===== config.mk =====
export PLATFORM = sky130hd
export DESIGN_NAME = uart_rx
export DESIGN_NICKNAME = d
export VERILOG_FILES = /design/src/rtl/uart_rx.sv
export SDC_FILE = /design/constraint.sdc
export NUM_CORES = 1
export LEC_CHECK = 0
export BUFFER_PORTS_ARGS = -buffer_cell sky130_fd_sc_hd__buf_4
export CAP_MARGIN = 5
export CORE_MARGIN = 10
export CORE_UTILIZATION = 59
export CTS_CLUSTER_SIZE = 10
export DETAILED_ROUTE_END_ITERATION = 16
export GPL_ROUTABILITY_DRIVEN = 0
export PLACE_DENSITY = 0.82
export SETUP_SLACK_MARGIN = 0.1
export SYNTH_ARGS = -nofsm -noshare
export SYNTH_HDL_FRONTEND = slang
export SYNTH_SLANG_ARGS = --single-unit

===== constraint.sdc =====
create_clock -name wb_clk -period 2.9 [get_ports wb_clk]
set_clock_uncertainty 0.15 [all_clocks]
set_input_delay 0.29 -clock wb_clk [delete_from_list [all_inputs] [get_ports wb_clk]]
set_output_delay 0.29 -clock wb_clk [all_outputs]
set_load 0.05 [all_outputs]

===== src/rtl/uart_rx.sv =====
// uart_rx: 8N1 serial receiver with a small receive FIFO.
//   Recovers frames from the asynchronous rx line using an oversampling
//   enable from the shared baud generator. Start and stop bits are checked.
//   Good bytes are queued in a circular FIFO that is drained with a pop strobe.
// Ports:
//   wb_clk, wb_rst_n  - clock (rising edge), asynchronous active-low reset
//   sample_en         - single-cycle pulse at OVERSAMPLE x baud
//   rx                - asynchronous serial input, idles high
//   re                - pop strobe, one entry per asserted cycle
//   clr               - clears the sticky overrun/frame_err flags
//   data              - FIFO head, 0 when empty
//   ready             - FIFO non-empty
//   count             - number of entries held
//   overrun           - sticky: good byte dropped because the FIFO was full
//   frame_err         - sticky: stop bit sampled low
module uart_rx #(
  parameter int unsigned OVERSAMPLE = 16,
  parameter int unsigned DEPTH      = 4
) (
  input  logic                     wb_clk,
  input  logic                     wb_rst_n,
  input  logic                     sample_en,
  input  logic                     rx,
  input  logic                     re,
  input  logic                     clr,
  output logic [7:0]               data,
  output logic                     ready,
  output logic [$clog2(DEPTH):0]   count,
  output logic                     overrun,
  output logic                     frame_err
);

  localparam int unsigned TW = $clog2(OVERSAMPLE);
  localparam int unsigned AW = $clog2(DEPTH);
  localparam logic [TW-1:0] TICK_HALF = TW'(OVERSAMPLE / 2 - 1);
  localparam logic [TW-1:0] TICK_LAST = TW'(OVERSAMPLE - 1);
  localparam logic [AW:0]   CNT_FULL  = (AW + 1)'(DEPTH);

  typedef enum logic [2:0] {
    S_IDLE,
    S_START,
    S_DATA,
    S_STOP,
    S_BREAK
  } state_t;

  logic          r_sync1, r_sync2;
  logic          w_rx_s;
  state_t        r_state, w_state_nxt;
  logic [TW-1:0] r_tick, w_tick_nxt;
  logic [2:0]    r_bit, w_bit_nxt;
  logic [7:0]    r_shift, w_shift_nxt;
  logic          w_push, w_set_ovr, w_set_ferr;

  logic [7:0]    r_mem [DEPTH];
  logic [AW-1:0] r_wptr, r_rptr;
  logic [AW:0]   r_count;
  logic          w_full, w_pop;
  logic          r_overrun, r_frame_err;

  // Two-flop synchroniser; idles high so reset does not look like a start bit.
  always_ff @(posedge wb_clk or negedge wb_rst_n) begin
    if (!wb_rst_n) begin
      r_sync1 <= 1'b1;
      r_sync2 <= 1'b1;
    end else begin
      r_sync1 <= rx;
      r_sync2 <= r_sync1;
    end
  end
  assign w_rx_s = r_sync2;

  assign w_pop  = re && (r_count != '0);
  assign w_full = (r_count == CNT_FULL);

  always_ff @(posedge wb_clk or negedge wb_rst_n) begin
    if (!wb_rst_n) begin
      r_state <= S_IDLE;
      r_tick  <= '0;
      r_bit   <= '0;
      r_shift <= '0;
    end else begin
      r_state <= w_state_nxt;
      r_tick  <= w_tick_nxt;
      r_bit   <= w_bit_nxt;
      r_shift <= w_shift_nxt;
    end
  end

  always_comb begin
    w_state_nxt = r_state;
    w_tick_nxt  = r_tick;
    w_bit_nxt   = r_bit;
    w_shift_nxt = r_shift;
    w_push      = 1'b0;
    w_set_ovr   = 1'b0;
    w_set_ferr  = 1'b0;
    if (sample_en) begin
      case (r_state)
        S_IDLE: begin
          if (!w_rx_s) begin
            w_state_nxt = S_START;
            w_tick_nxt  = '0;
          end
        end
        S_START: begin
          if (r_tick == TICK_HALF) begin
            if (w_rx_s) begin
              w_state_nxt = S_IDLE;
            end else begin
              w_state_nxt = S_DATA;
              w_tick_nxt  = '0;
              w_bit_nxt   = '0;
            end
          end else begin
            w_tick_nxt = r_tick + TW'(1);
          end
        end
        S_DATA: begin
          if (r_tick == TICK_LAST) begin
            w_shift_nxt = {w_rx_s, r_shift[7:1]};
            w_tick_nxt  = '0;
            w_bit_nxt   = r_bit + 3'd1;
            if (r_bit == 3'd7) w_state_nxt = S_STOP;
          end else begin
            w_tick_nxt = r_tick + TW'(1);
          end
        end
        S_STOP: begin
          if (r_tick == TICK_LAST) begin
            w_tick_nxt = '0;
            if (w_rx_s) begin
              // A pop in the same cycle frees a slot, so a full FIFO still accepts.
              if (!w_full || w_pop) w_push = 1'b1;
              else                  w_set_ovr = 1'b1;
              w_state_nxt = S_IDLE;
            end else begin
              w_set_ferr  = 1'b1;
              w_state_nxt = S_BREAK;
            end
          end else begin
            w_tick_nxt = r_tick + TW'(1);
          end
        end
        S_BREAK: begin
          if (w_rx_s) w_state_nxt = S_IDLE;
        end
        default: w_state_nxt = S_IDLE;
      endcase
    end
  end

  always_ff @(posedge wb_clk) begin
    if (w_push) r_mem[r_wptr] <= r_shift;
  end

  always_ff @(posedge wb_clk or negedge wb_rst_n) begin
    if (!wb_rst_n) begin
      r_wptr  <= '0;
      r_rptr  <= '0;
      r_count <= '0;
    end else begin
      if (w_push) r_wptr <= r_wptr + AW'(1);
      if (w_pop)  r_rptr <= r_rptr + AW'(1);
      case ({w_push, w_pop})
        2'b10:   r_count <= r_count + (AW + 1)'(1);
        2'b01:   r_count <= r_count - (AW + 1)'(1);
        default: r_count <= r_count;
      endcase
    end
  end

  // Set has priority over clear.
  always_ff @(posedge wb_clk or negedge wb_rst_n) begin
    if (!wb_rst_n) begin
      r_overrun   <= 1'b0;
      r_frame_err <= 1'b0;
    end else begin
      if (w_set_ovr)  r_overrun <= 1'b1;
      else if (clr)   r_overrun <= 1'b0;
      if (w_set_ferr) r_frame_err <= 1'b1;
      else if (clr)   r_frame_err <= 1'b0;
    end
  end

  assign data      = (r_count != '0) ? r_mem[r_rptr] : '0;
  assign ready     = (r_count != '0);
  assign count     = r_count;
  assign overrun   = r_overrun;
  assign frame_err = r_frame_err;

endmodule


==> reports/summary.md <==
### Run status
• finished, final reports clean — outcome

### Floorplan
• 88.6 um — DIE WIDTH
• 88.6 um — overall die height
• 0.00444 sq mm — placeable core region
• 24 — number of cell rows
• 20 — top-level port count
• 0.00785 sq mm — area of the die
• 62.5% — initial core utilization

### Clocking
• 61 — Clock Sink Count
• 3 — Clock H-tree levels
• clkbuf_8 — clock root buffer
• 9 — cts bufs inserted
• done — CTS tree
• 2 — clock buffer depth
• 340 ps — latest clock arrival within the worst-skew pair
• 70 ps — clock transition at the register clock pins on the worst setup and hold paths after CTS

### Worst setup path
• count[2] — Reg-to-Reg End
• 2660 ps — critical path data arrival time
• register to register — Crit Path Category
• count[2] — Worst setup endpoint
• register — startpoint types
• 7 — highest net fanout along the worst path
• register — Crit. End Element
• count[0] — Reg-to-Reg Start
• 3020 ps — required time reported for the critical path endpoint
• 9 — number of cells traversed by the worst register-to-register path
• count[0] — Worst setup startpoint
• 360 ps — worst reg-to-reg setup slack

### Synthesis
• edfxtp_1 — most used flip-flop cell after synthesis
• 14.2 sq um — post-synthesis average cell area
• 32 — number of enable flip-flop cells after synthesis
• 61 — post-synthesis register bit count
• 47.5% — proportion of register bits with asynchronous set or reset after synthesis
• 60.8% — sequential fraction of the synthesis area
• 46 — Synth cell types
• 195 — instance count of the mapped netlist
• 0 — warnings from Yosys
• 0.00278 sq mm — summed instance area of the synthesized netlist
• 210 — Post-Syn Nets

### GRT
• 1738 — number of global-route vias before repair
• 30 — largest net degree at the start of global routing
• 0 — initial antenna violation count
• 8.77 mm — first-pass GRT wire length
• 14.8% — total track usage
• 0 — global-route congestion overflow total

### Cells and area
• 273 — Cell Count, Final, Fillers Out
• 0 — Diodes inserted
• 28.1% — share of cells above drive strength 1
• 231 — count of nets after finishing
• 0.00316 sq mm — Non-Filler Cell Area, Final
• 13.9% — layout overhead on the synthesized area

### Route
• 151 — initial detailed-routing violation count
• 5.11 mm — final wirelength
• 0 — Routed Antenna Nets
• 4 — DRT Pass-1 Iters
• 1664 — total number of vias
• 0 — DRC errors left
• 6.10 — Vias/cell
• 18.7 um — average routed wire per standard cell

### Timing
• 60.9% — remaining max-slew budget at the tightest pin
• no — unrepaired setup endpoints after global routing
• 393 MHz — Highest Clock Rate
• 87.7% — share of the cycle needed by the critical path after routing
• 0 — Setup Viol. Count Final
• 2540 ps — Period minus WS final
• 0 — count of final hold-check violations
• 356 ps — worst-case setup margin in the final layout
• 587 ps — measured slew at the worst slew-check pin
• 0 — number of max-slew violations in the final report
• 0 ps — final total negative setup slack

### Place
• 255 — placed cells
• 342 ps — setup slack after placement
• 0.00292 sq mm — total cell area at the placement stage
• 3.51 mm — dpl hpwl
• 19 — count of buffers inserted at the top-level ports

### Run
• 0 — number of max-cap violations

### Power
• 0.00126 uW — leakage
• 1050 mW/mm^2 — pwr/cell area
• 0.571 mV — maximum resistive drop on vdd

### Worst hold path
• clr — hold path startpoint
• input port to register — path class of the lowest-slack min-delay path

-- per-layer routing --
| layer | up-vias | routed length, um | track usage (%) |
|---|---|---|---|
| met5 | - | 0 | 0 |
| met4 | 0 | 106 | 6.46 |
| met3 | 13 | 306 | 5.79 |
| met2 | 64 | 2700 | 24.7 |
| met1 | 838 | 1990 | 16.6 |
| li1 | 749 | - | - |
-- worst min-delay path by stage --
stage | end | slack (ps) | depth (start not counted)
CTS | frame_err | 0.3 | 2
detailed placement | r_tick[0] | 80 | 1
global placement | r_tick[0] | 70 | 1
finish | frame_err | 20 | 2
global route | frame_err | 10 | 2
floorplan | count[0] | -160 | 0
-- state kept, by name (all words and copies together), names as in the netlist --
signal	cells
r_sync2	1
overrun	1
r_mem	32
frame_err	1
r_wptr	2
r_shift	8
r_state	3
r_tick	4
r_rptr	2
r_sync1	1
count	3
r_bit	3
-- synthesized netlist by cell type (2+ instances only) --
cell type | count | area (sq um)
ha_1 | 8 | 100
xnor2_1 | 4 | 35.0
mux2i_1 | 3 | 30.0
a21oi_1 | 2 | 10.0
or4b_1 | 2 | 20.0
o22ai_1 | 2 | 12.5
and2_1 | 13 | 81.3
mux2_2 | 10 | 113
nor2_1 | 5 | 18.8
clkbuf_1 | 2 | 7.51
o31ai_1 | 2 | 15.0
nand3_1 | 6 | 30.0
nand2_1 | 11 | 41.3
buf_2 | 6 | 30.0
inv_1 | 12 | 45.0
xor2_1 | 4 | 35.0
dfrtp_1 | 27 | 676
o21ai_0 | 8 | 40.0
mux4_2 | 8 | 180
dfstp_2 | 2 | 52.6
nand4_1 | 2 | 12.5
edfxtp_1 | 32 | 961
-- where the power goes --
| part | switching (uW) | internal (uW) | total [uW] |
|---|---|---|---|
| logic | 706 | 497 | 1200 |
| registers | 236 | 1050 | 1280 |
| clock network | 326 | 503 | 829 |
-- stage by stage --
stage	utilization (%)	hold slack, ps	total power (uW)
floorplan	-	-156	2180
CTS	71.1	0.323	3330
finish	71.2	17.8	3310
detailed placement	65.8	82.1	2500
global route	71.2	10.5	3510
global placement	65.8	74.5	2420
-- placed cells by master (no fill, tap or decap), types with 2 or more instances in the layout --
cell	count
buf_4	19
inv_1	12
mux2i_1	3
edfxtp_1	32
mux2_2	10
o22ai_1	2
o21ai_0	8
and2_1	13
clkbuf_8	10
or4b_1	2
nand3_1	6
clkinv_2	3
nand4_1	2
xor2_1	4
a21oi_1	2
dlygate4sd3_1	2
ha_1	7
dfstp_2	2
nor2_1	5
dfrtp_1	27
nand2_1	11
o31ai_1	2
bufinv_16	2
mux4_2	8
xnor2_1	4
-- logic make-up after synthesis --
group | Yosys count | synth area share, %
XOR/XNOR | 8 | 2.52
multiplexers | 22 | 12.0
buffers and inverters | 23 | 3.83
AND/OR/NAND/NOR | 53 | 12.3
adder cells (fa/ha/maj) | 9 | 4.32
flip-flops | 61 | 60.8
AO/OA/AOI/OAI | 19 | 4.23
-- what timing repair did --
| action | CTS | global route |
|---|---|---|
| endpoints found under the hold margin | 28 | 0 |
| hold buffers | 2 | 0 |
| setup endpoints to repair | 0 | 1 |
| resized for setup | 0 | 1 |
| buffers inserted | 0 | 0 |
-- area by class of cell --
cell class	count	area (sq um)
Multi-Input combinational cell	111	985
Fill cell	300	1280
Inverter	12	45.0
Clock inverter	5	75.1
Clock buffer	11	141
Timing Repair Buffer	21	163
Tap cell	52	65.1
Sequential cell	61	1690
-- worst max-delay path, stage by stage (launching register included) --
cell     delay [ps]
dfrtp_1         440
or4b_1          590
nor2b_4         180
inv_1            60
ha_1            180
inv_1            70
fa_1            370
xor2_1          150
nor2_1          130
xor2_1          160
Power figures use the tool's default switching activity.
